<file path="config.mk">
export PLATFORM = sky130hd
export DESIGN_NAME = button_press_driver
export DESIGN_NICKNAME = d
export VERILOG_FILES = /design/src/rtl/button_press_driver.sv
export SDC_FILE = /design/constraint.sdc
export NUM_CORES = 1
export LEC_CHECK = 0
export CAP_MARGIN = 10
export CORE_AREA = 2 2 51 53
export DETAILED_ROUTE_END_ITERATION = 8
export DIE_AREA = 0 0 53 55
export PLACE_DENSITY = 0.73
export SETUP_SLACK_MARGIN = 0.1
export SKIP_LAST_GASP = 1
export SYNTH_ARGS = -nofsm -noshare
export SYNTH_HDL_FRONTEND = slang
export SYNTH_SLANG_ARGS = --single-unit
</file>
<file path="constraint.sdc">
create_clock -name clk -period 3.05 [get_ports clk]
set_input_delay 0.61 -clock clk [delete_from_list [all_inputs] [get_ports clk]]
set_output_delay 0.61 -clock clk [all_outputs]
set_load 0.05 [all_outputs]
</file>
<file path="src/rtl/button_press_driver.sv">
// Open-drain button press emulator: drives N low pulses of PRESS_CYCLES,
// each followed by a RELEASE_CYCLES gap, with start/busy/done and abort.
module button_press_driver #(
    parameter int PRESS_CYCLES   = 200,
    parameter int RELEASE_CYCLES = 200,
    parameter int COUNT_WIDTH    = 4
) (
    input  logic                   clk,
    input  logic                   rst_n,
    input  logic                   in_start,
    input  logic [COUNT_WIDTH-1:0] in_count,
    input  logic                   in_abort,
    output logic                   out_pin_low,
    output logic                   out_busy,
    output logic                   out_done,
    output logic                   out_aborted
);

    localparam int MAX_CYCLES =
        (PRESS_CYCLES > RELEASE_CYCLES) ? PRESS_CYCLES : RELEASE_CYCLES;
    localparam int PW = $clog2(MAX_CYCLES + 1);

    localparam logic [PW-1:0] PRESS_LOAD   = PW'(PRESS_CYCLES - 1);
    localparam logic [PW-1:0] RELEASE_LOAD = PW'(RELEASE_CYCLES - 1);
    localparam logic [PW-1:0] PH_ONE       = PW'(1);
    localparam logic [COUNT_WIDTH-1:0] CNT_ONE = COUNT_WIDTH'(1);

    typedef enum logic [1:0] {
        IDLE,
        PRESS,
        RELEASE,
        DONE
    } state_e;

    state_e                 state_q, state_d;
    logic [COUNT_WIDTH-1:0] remain_q, remain_d;
    logic [PW-1:0]          phase_q, phase_d;
    logic                   abort_q, abort_d;

    logic pin_q, pin_d;
    logic busy_q, busy_d;
    logic done_q, done_d;
    logic aborted_q, aborted_d;

    // Phase counter loads (length-1) on entry and the state is left when it hits zero.
    always_comb begin
        state_d  = state_q;
        remain_d = remain_q;
        phase_d  = phase_q;
        abort_d  = abort_q;

        unique case (state_q)
            IDLE: begin
                if (in_start) begin
                    abort_d = 1'b0;
                    if (in_count != '0) begin
                        remain_d = in_count;
                        phase_d  = PRESS_LOAD;
                        state_d  = PRESS;
                    end else begin
                        phase_d = '0;
                        state_d = DONE;
                    end
                end
            end

            PRESS: begin
                if (in_abort) begin
                    remain_d = '0;
                    abort_d  = 1'b1;
                    phase_d  = RELEASE_LOAD;
                    state_d  = RELEASE;
                end else if (phase_q == '0) begin
                    remain_d = remain_q - CNT_ONE;
                    phase_d  = RELEASE_LOAD;
                    state_d  = RELEASE;
                end else begin
                    phase_d = phase_q - PH_ONE;
                end
            end

            RELEASE: begin
                if (in_abort) begin
                    remain_d = '0;
                    abort_d  = 1'b1;
                end
                // The gap always runs to completion, even when aborted.
                if (phase_q == '0) begin
                    if (remain_d != '0) begin
                        phase_d = PRESS_LOAD;
                        state_d = PRESS;
                    end else begin
                        phase_d = '0;
                        state_d = DONE;
                    end
                end else begin
                    phase_d = phase_q - PH_ONE;
                end
            end

            DONE: begin
                phase_d = '0;
                state_d = IDLE;
            end

            default: begin
                state_d = IDLE;
            end
        endcase
    end

    always_comb begin
        pin_d     = (state_d == PRESS);
        busy_d    = (state_d == PRESS) || (state_d == RELEASE);
        done_d    = (state_d == DONE);
        aborted_d = (state_d == DONE) && abort_d;
    end

    always_ff @(posedge clk or negedge rst_n) begin
        if (!rst_n) begin
            state_q  <= IDLE;
            remain_q <= '0;
            phase_q  <= '0;
            abort_q  <= 1'b0;
        end else begin
            state_q  <= state_d;
            remain_q <= remain_d;
            phase_q  <= phase_d;
            abort_q  <= abort_d;
        end
    end

    // Outputs are flops so the open-drain enable is glitch-free.
    always_ff @(posedge clk or negedge rst_n) begin
        if (!rst_n) begin
            pin_q     <= 1'b0;
            busy_q    <= 1'b0;
            done_q    <= 1'b0;
            aborted_q <= 1'b0;
        end else begin
            pin_q     <= pin_d;
            busy_q    <= busy_d;
            done_q    <= done_d;
            aborted_q <= aborted_d;
        end
    end

    assign out_pin_low = pin_q;
    assign out_busy    = busy_q;
    assign out_done    = done_q;
    assign out_aborted = aborted_q;

endmodule

</file>
==> results, run 1 <==
- The run finished with clean final reports.
- Post-CTS timing repair inserted 0 buffers for setup.
- The routed wire length per instance is 14.8 um.
- Max-cap violations in this run came to 0.
- The area of the core region is 2360 um^2.
- The startpoint of the tightest hold check path is remain_q[3].
- The total overflow reported by the global router is 0.
- The critical path data required time is 3.26 ns.
- The most common flop cell mapped by yosys is dfrtp_1.
- Buffers inserted to repair hold after CTS numbered 0.
- The tightest hold margin is 0.538 ns.
- The instance count along the most critical hold path is 2.
- The warning count from the yosys run is 0.
- The most common cell in the synthesized netlist is dfrtp_1.
- By count the netlist is led by 19 x dfrtp_1, 13 x o21ai_0, 11 x inv_1, 10 x ha_1, 10 x nor2_1.
- In the final design database the tool counted 170 nets.
- The number of enable flip-flop cells after synthesis is 0.
- Measured in cells, the most critical reg-to-reg path has a length of 9.
- The global-route total usage across every layer is 21.3%.
- In this run the deepest clock path goes through 2 buffers.
- The port buffer count is 11.
- After synthesis, the cell types taking the most area are dfrtp_1 39%, ha_1 10%, o21ai_0 5.3%.
- The part of the cycle the worst path needs is 77.6%.
- The final layout contains routed wiring with a total length of 2680 um.
- The highest achievable clock rate is 0.423 GHz.
- Traced cell by cell, the critical path runs through inv_1, ha_1, or4b_4, nor2_1, nor2_1, o22ai_1, a22oi_1, ha_1, and2_1.
- Counting every instance in the synthesized netlist gives 138.
- For the pin with the worst max-slew slack, the measured transition is 0.840 ns.
- The area growth from synthesis to layout is 14.1%.
- The final setup slack of the worst path is 0.685 ns.
- The min-delay analysis places its worst path in the category reg -> reg.
- The number of clock buffers added by TritonCTS is 3.
- The clock latency of the later-clocked register in the worst-skew pair is 0.30 ns.
- The beginning of the worst register-to-register path is phase_q[0].
- The number of levels the H-tree was split into is 1.
- The post-layout total power is 1.51 mW.
- Setup repair after global routing left no endpoint under its margin.
- Post-CTS repair changed the size of 0 cells.
- The clock arrives with 0.00605 ns of skew.
- The data arrival at the endpoint of the critical path is 2.57 ns.
- Counting flops with an async set or reset pin after synthesis yields a share of 100%.
- The power density of the placed cells is 1090 nW/um^2.
- After clock tree synthesis, the clock-pin slew on the worst setup and hold paths is 0.11 ns.
- The fill cell instance count of the final layout is 220.
- The number of global-route vias before repair is 991.
- The post-route DRC violation count is 0.
- The root buffer cell chosen for the clock tree is clkbuf_4.
- The initial antenna violation count is 0.
- The multi-input combinational cells in the finished layout cover a total of 689 um^2.
- The count of endpoints failing setup in the final report is 0.
- TritonCTS built the clock tree.
- The I/O pin total is 12.
- The final count of hold timing violations is 0.
- The largest single stage delay on the critical path is 0.47 ns.
- The clock drives 19 sinks.
- The die area is 2920 um^2.
- The area share of the largest cell type after synthesis is 39.1%.
- In this run the core area contains 18 standard-cell rows.
- Counting I/O delays and the setup requirement, the final critical path takes 2.37 ns.
- Entering global routing, the biggest net connects 20 pins.
- Across the whole layout, storage elements account for 475 um^2.
- The number of detailed-route iterations in the first pass is 4.
- The number of routed nets with antenna violations is 0.
- The routed layout has 1,099 vias.
- The global placer's final weighted congestion is 0.801.
- The cell area after synthesis is 1220 um^2.
- The largest total area in the synthesized netlist belongs to dfrtp_1.
- The critical path class is reg -> reg.
- The analysis attributes to cell leakage a power of 0.613 nW.
- Dividing the synthesized area by the synthesized cell count gives 8.82 um^2.
- The width of the die is 53 um.
- The worst pin sits at a relative slew slack of 43.8%.
- The number of max-slew violations in the final report came to 0.
- The height of the chip is 55 um.
- Counting every net in the synthesized netlist gives 156.
- In this run the register-to-register setup slack is 0.68 ns.
- The worst-case vdd ir drop is 0.626 mV.
- The count of cell types in the netlist is 38.
- The startpoint type of the worst setup path is a register.
- The sequential share of the synthesized area is 39.1%.
- For this configuration, the core starts out at a cell density of 51.5%.
- The mean number of vias per cell is 6.07.
- The number of violations reported at the end of detailed-routing iteration 0 is 49.
- The destination of the worst register-to-register timing path is out_aborted.
- The path with the worst hold slack has its endpoint at remain_q[3].
- The HPWL after detailed placement is 2020 um.
- The post-placement worst setup slack is 0.512 ns.
- The first-pass GRT wire length is 4500 um.
- After synthesis the netlist holds a flip-flop and latch count of 19.
- The worst setup path is captured at a register.
- Cells with a size suffix above 1 make up 5.30% of the layout.
- The number of antenna repair diodes is 0.
- Along the worst path, the maximum fanout reaches 5.
- On the critical path, the stage with the largest delay is an instance of or4b_4.
- The setup TNS is 0 ns.
report_power, final:
| part | internal, mW | total, mW | leakage (nW) | switching, mW |
|---|---|---|---|---|
| sequential | 0.367 | 0.474 | 0.239 | 0.107 |
| combinational | 0.354 | 0.908 | 0.356 | 0.554 |
| clock | 0.0489 | 0.130 | 0.0177 | 0.0810 |
registers in the layout (all words and copies together) (netlist names):
register / count
remain_q: 4
phase_q: 8
out_done: 1
abort_q: 1
out_busy: 1
out_pin_low: 1
out_aborted: 1
state_q: 2
cells in the final DEF (no fill, tap or decap), drive strengths merged, types with 2 or more instances in the layout:
master,n
dfrtp,19
o21ai,14
inv,11
clkdlybuf4s50,11
nor2,10
ha,10
nand2,9
a21oi,9
nand2b,5
nor3,5
nand3,4
nor4,4
o22ai,3
a22oi,3
nor2b,3
a211o,3
clkbuf,3
or3,2
a31oi,2
and2,2
a22o,2
through the flow:
stage                     util (%)  std cells  instance area [um^2]
after floorplan                  -        138                  1220
after global placement        57.6        177                  1360
after detailed placement      57.6        177                  1360
after CTS                     58.7        181                  1390
after global routing          58.7        181                  1390
final                         58.7        181                  1390
cells by family (layout without fill, tap and decap cells):
group           count (synthesis)  after routing  share of synthesized area, %
simple gates                   48             48                          21.0
compound gates                 47             47                          25.4
flops                          19             19                          39.1
buf+inv                        14             27                          4.32
fa+ha+maj                      10             10                          10.3
how the worst max path moves through the flow:
stage | from | endpoint | slack (ns) | depth (start not counted)
after global routing | phase_q[0] | out_aborted | 0.51 | 9
after CTS | phase_q[2] | out_aborted | 0.69 | 7
final | phase_q[0] | out_aborted | 0.68 | 9
after global placement | in_start | out_aborted | 0.57 | 7
after detailed placement | in_count[1] | out_aborted | 0.51 | 7
after floorplan | phase_q[2] | out_aborted | 0.94 | 7
routing by layer:
| metal | wire [um] | GRT usage [%] | part of all wire [%] |
|---|---|---|---|
| met5 | 0 | 0 | 0 |
| met4 | 33 | 4.27 | 1.2 |
| met3 | 186 | 5.65 | 6.9 |
| met2 | 1250 | 34.8 | 47 |
| met1 | 1210 | 28.7 | 45 |
area by class of cell:
class,count,area share (%)
inverters,11,2.97
well taps,30,2.70
repair buffers,12,8.47
clock buffers,3,1.62
multi-input cells,105,49.6
flip-flops and latches,19,34.2
clock inverters,1,0.360
worst max-delay path: cells and delay by family, from the launching register on:
family | cells | cell delay, ns
compound gates | 2 | 0.31
simple gates | 4 | 0.98
flops | 1 | 0.43
fa+ha+maj | 2 | 0.41
buf+inv | 1 | 0.15
Power figures use the tool's default switching activity.
==> run 2: changes to the inputs <==
clock period = 2.3 ns   (was 3.05 ns; I/O delays follow)
==> run 2 against run 1 <==
  * Via count grew 9.1%
  * Critical path depth shrank 2
  * Total power grew 54%
  * Wire length grew 15%
  * Worst hold slack lost 0.069 ns
  * Flip-flop and latch count is the same
  * Core utilization grew 8.0 points
  * Final cell count grew 9.4%
  * Critical path type unchanged
  * Critical endpoint unchanged
  * Largest cell class unchanged
==> results, run 2 (same netlist as run 1, synthesis figures left out) <==
- The post-placement worst setup slack is 0.0410 ns.
- The clock latency of the later-clocked register in the worst-skew pair is 0.31 ns.
- The first-pass GRT wire length is 4820 um.
- The number of hold buffers added after CTS was 0.
- The number of max-slew violations in the final report is 0.
- CTS saw 19 sinks.
- For the worst setup path, the data required time is 2.50 ns.
- The analysis attributes to cell leakage a power of 0.701 nW.
- The detailed router finished its first iteration with 52 violations.
- The die area is 2920 um^2.
- The post-route DRC violation count is 0.
- The fraction of power spent switching nets is 47.9%.
- Summed over all nets, the switching power comes to 1.12 mW.
- The number of clock buffers inserted by TritonCTS is 3.
- The height of the chip is 55 um.
- The worst-case headroom to the max-slew limit is 50.9%.
- The critical path ends at out_aborted.
- The slew at the pin closest to its max-slew limit is 0.728 ns.
- Once detailed placement completed, the half-perimeter wirelength came to 2160 um.
- The I/O pin total is 12.
- Setup violations remaining at the end of the flow were counted as 0.
- The number of buffers and inverters on the critical path is 0.
- For this run the aggregate overflow at the end of global routing stands at 0.
- The area of all sequential standard cells is 475 um^2.
- The register with the most flip-flops in the layout has 8 of them.
- The fill cell instance count of the final layout is 185.
- The multi-input combinational cells in the finished layout cover a total of 752 um^2.
- The number of cells on the worst reg-to-reg path is 7.
- The destination of the worst register-to-register timing path is out_aborted.
- The maximum fanout count along the critical path is 5.
- The final count of hold timing violations is 0.
- The sort of element at the end of the critical path is a register.
- Grouping stages by cell kind, the critical path spends the most delay in simple AND/OR/NAND/NOR gates.
- The setup TNS is 0 ns.
- Setup repair after global routing could not meet its margin everywhere.
- After detailed routing, the total wire length is 3090 um.
- Once routing completed, OpenROAD measured the worst setup slack at 0.125 ns.
- In the final layout, the registers with the most flip-flops are phase_q: 8 flops, remain_q: 4 flops, state_q: 2 flops.
- The number of global-route vias before repair is 1,088.
- The starting density of the core is 51.5%.
- The critical path starts at phase_q[3].
- After detailed routing, the number of vias per cell comes to 6.06.
- The tool flagged a number of max-cap violations equal to 0.
- Global routing consumed, over all layers together, 23.1% of the routing resources.
- The number of antenna diodes in the final layout is 0.
- Entering global routing, the biggest net connects 20 pins.
- The library cell used most frequently in the layout, excluding fill and tap cells, is dfrtp_1.
- The run finished with clean final reports.
- The TritonCTS clock tree is yes.
- The largest single stage delay on the critical path is 0.44 ns.
- Dividing total power by cell area gives a power density of 1480 nW/um^2.
- The critical path in this run is classified as reg -> reg.
- The data arrival at the endpoint of the critical path is 2.38 ns.
- The number of levels the H-tree was split into is 1.
- Port buffering added 11 buffers.
- The signal on the critical path passes through or3_4, nor4_4, a31oi_2, o21a_1, a221o_1, ha_2, and2_1.
- The time the final worst path needs with I/O delays and setup is 2.17 ns.
- In this run the deepest clock path goes through 2 buffers.
- The clock root buffer is clkbuf_4.
- The detailed-route via count is 1,199.
- The beginning of the worst register-to-register path is phase_q[3].
- After floorplanning, the core was divided into 18 placement rows.
- The cell with the largest stage delay on the worst path is dfrtp_1.
- The ratio of cells with drive above 1 in the final layout is 20.2%.
- Ranked by flip-flop count, first place goes to phase_q.
- The routed wire length per instance is 15.6 um.
- The clock-pin transition on the worst setup and hold timing paths is 0.12 ns.
- The power share of the combinational group is 65.6%.
- The path class of the lowest-slack min-delay path is in -> async.
- In the layout the commonest cells are 19 x dfrtp_1, 18 x buf_4, 12 x o21ai_0.
- The first TritonRoute pass finished after 4 iterations.
- In this run, the clock network consumes 7.6% of the power.
- The post-route clock skew is 0.0144 ns.
- Final hold analysis gives a worst-case slack of 0.469 ns.
- The number of routed nets with antenna violations is 0.
- At the end of routability-driven placement, the weighted congestion stood at 0.888.
- Of the total power, registers draw 26.8%.
- The startpoint type of the worst setup path is a register.
- The area growth from synthesis to layout is 29.7%.
- Static timing analysis puts the maximum clock frequency at 0.460 GHz.
- The core region is 2360 um^2.
- The register-to-register setup slack is 0.13 ns.
- The worst-case vdd ir drop is 0.932 mV.
- The part of the cycle the worst path needs is 94.6%.
- The width of the die is 53 um.
- The initial antenna violation count is 0.
- The internal portion of the total power is 1.22 mW.
- The critical path runs through a total of 7 cells.
- The net count of the finished layout is 187.
-- run 2: worst min-delay path by stage --
stage,from,end
after detailed placement,remain_q[3],remain_q[3]
after global routing,rst_n,state_q[0]
after floorplan,rst_n,abort_q
after CTS,rst_n,out_aborted
after global placement,remain_q[3],remain_q[3]
final,rst_n,phase_q[5]
-- run 2: power groups by stage --
stage | Combinational [mW] | Clock [mW] | Sequential, mW
final | 1.53 | 0.178 | 0.626
after global routing | 1.67 | 0.193 | 0.647
after CTS | 1.35 | 0.180 | 0.629
after detailed placement | 1.32 | 0 | 0.628
after global placement | 1.29 | 0 | 0.617
after floorplan | 0.804 | 0 | 0.707
-- run 2: worst register-to-register path, delay by kind of cell (launching register included) --
family                     cells  cell delay (ns)
DFF                            1             0.44
and+or+nand+nor                3             0.77
AOI/OAI and AO/OA              3             0.67
adders and majority gates      1             0.19
-- run 2: through the flow --
step                utilization [%]  instances  instance area [um^2]  total power [mW]
floorplan                         -        138                  1220              1.51
global placement               62.0        191                  1470              1.91
detailed placement             62.0        191                  1470              1.95
CTS                            64.0        195                  1510              2.16
global route                   66.8        198                  1580              2.51
finish                         66.8        198                  1580              2.33
-- run 2: metal layers --
metal / track usage (%) / routed length (um)
met1: 29.2 / 1310
met2: 40.0 / 1550
met3: 2.42 / 144
met4: 10.3 / 82
met5: 0 / 0
-- run 2: area by class of cell --
class	count	area share, %
clock inverters	1	0.317
multi-input cells	105	47.6
repair buffers	29	15.5
flip-flops and latches	19	30.1
inverters	11	2.61
well taps	30	2.38
clock buffers	3	1.43
-- run 2: repair_timing --
item	CTS	global route
endpoints found under the setup margin	3	13
resized for setup	3	11
pin swaps	0	0
buffers inserted	0	3
==> run 3: changes to the inputs <==
CAP_MARGIN = 20   (was 10)
==> results of run 3 <==
Final layout, timing and power as in run 2 (identical DEF).
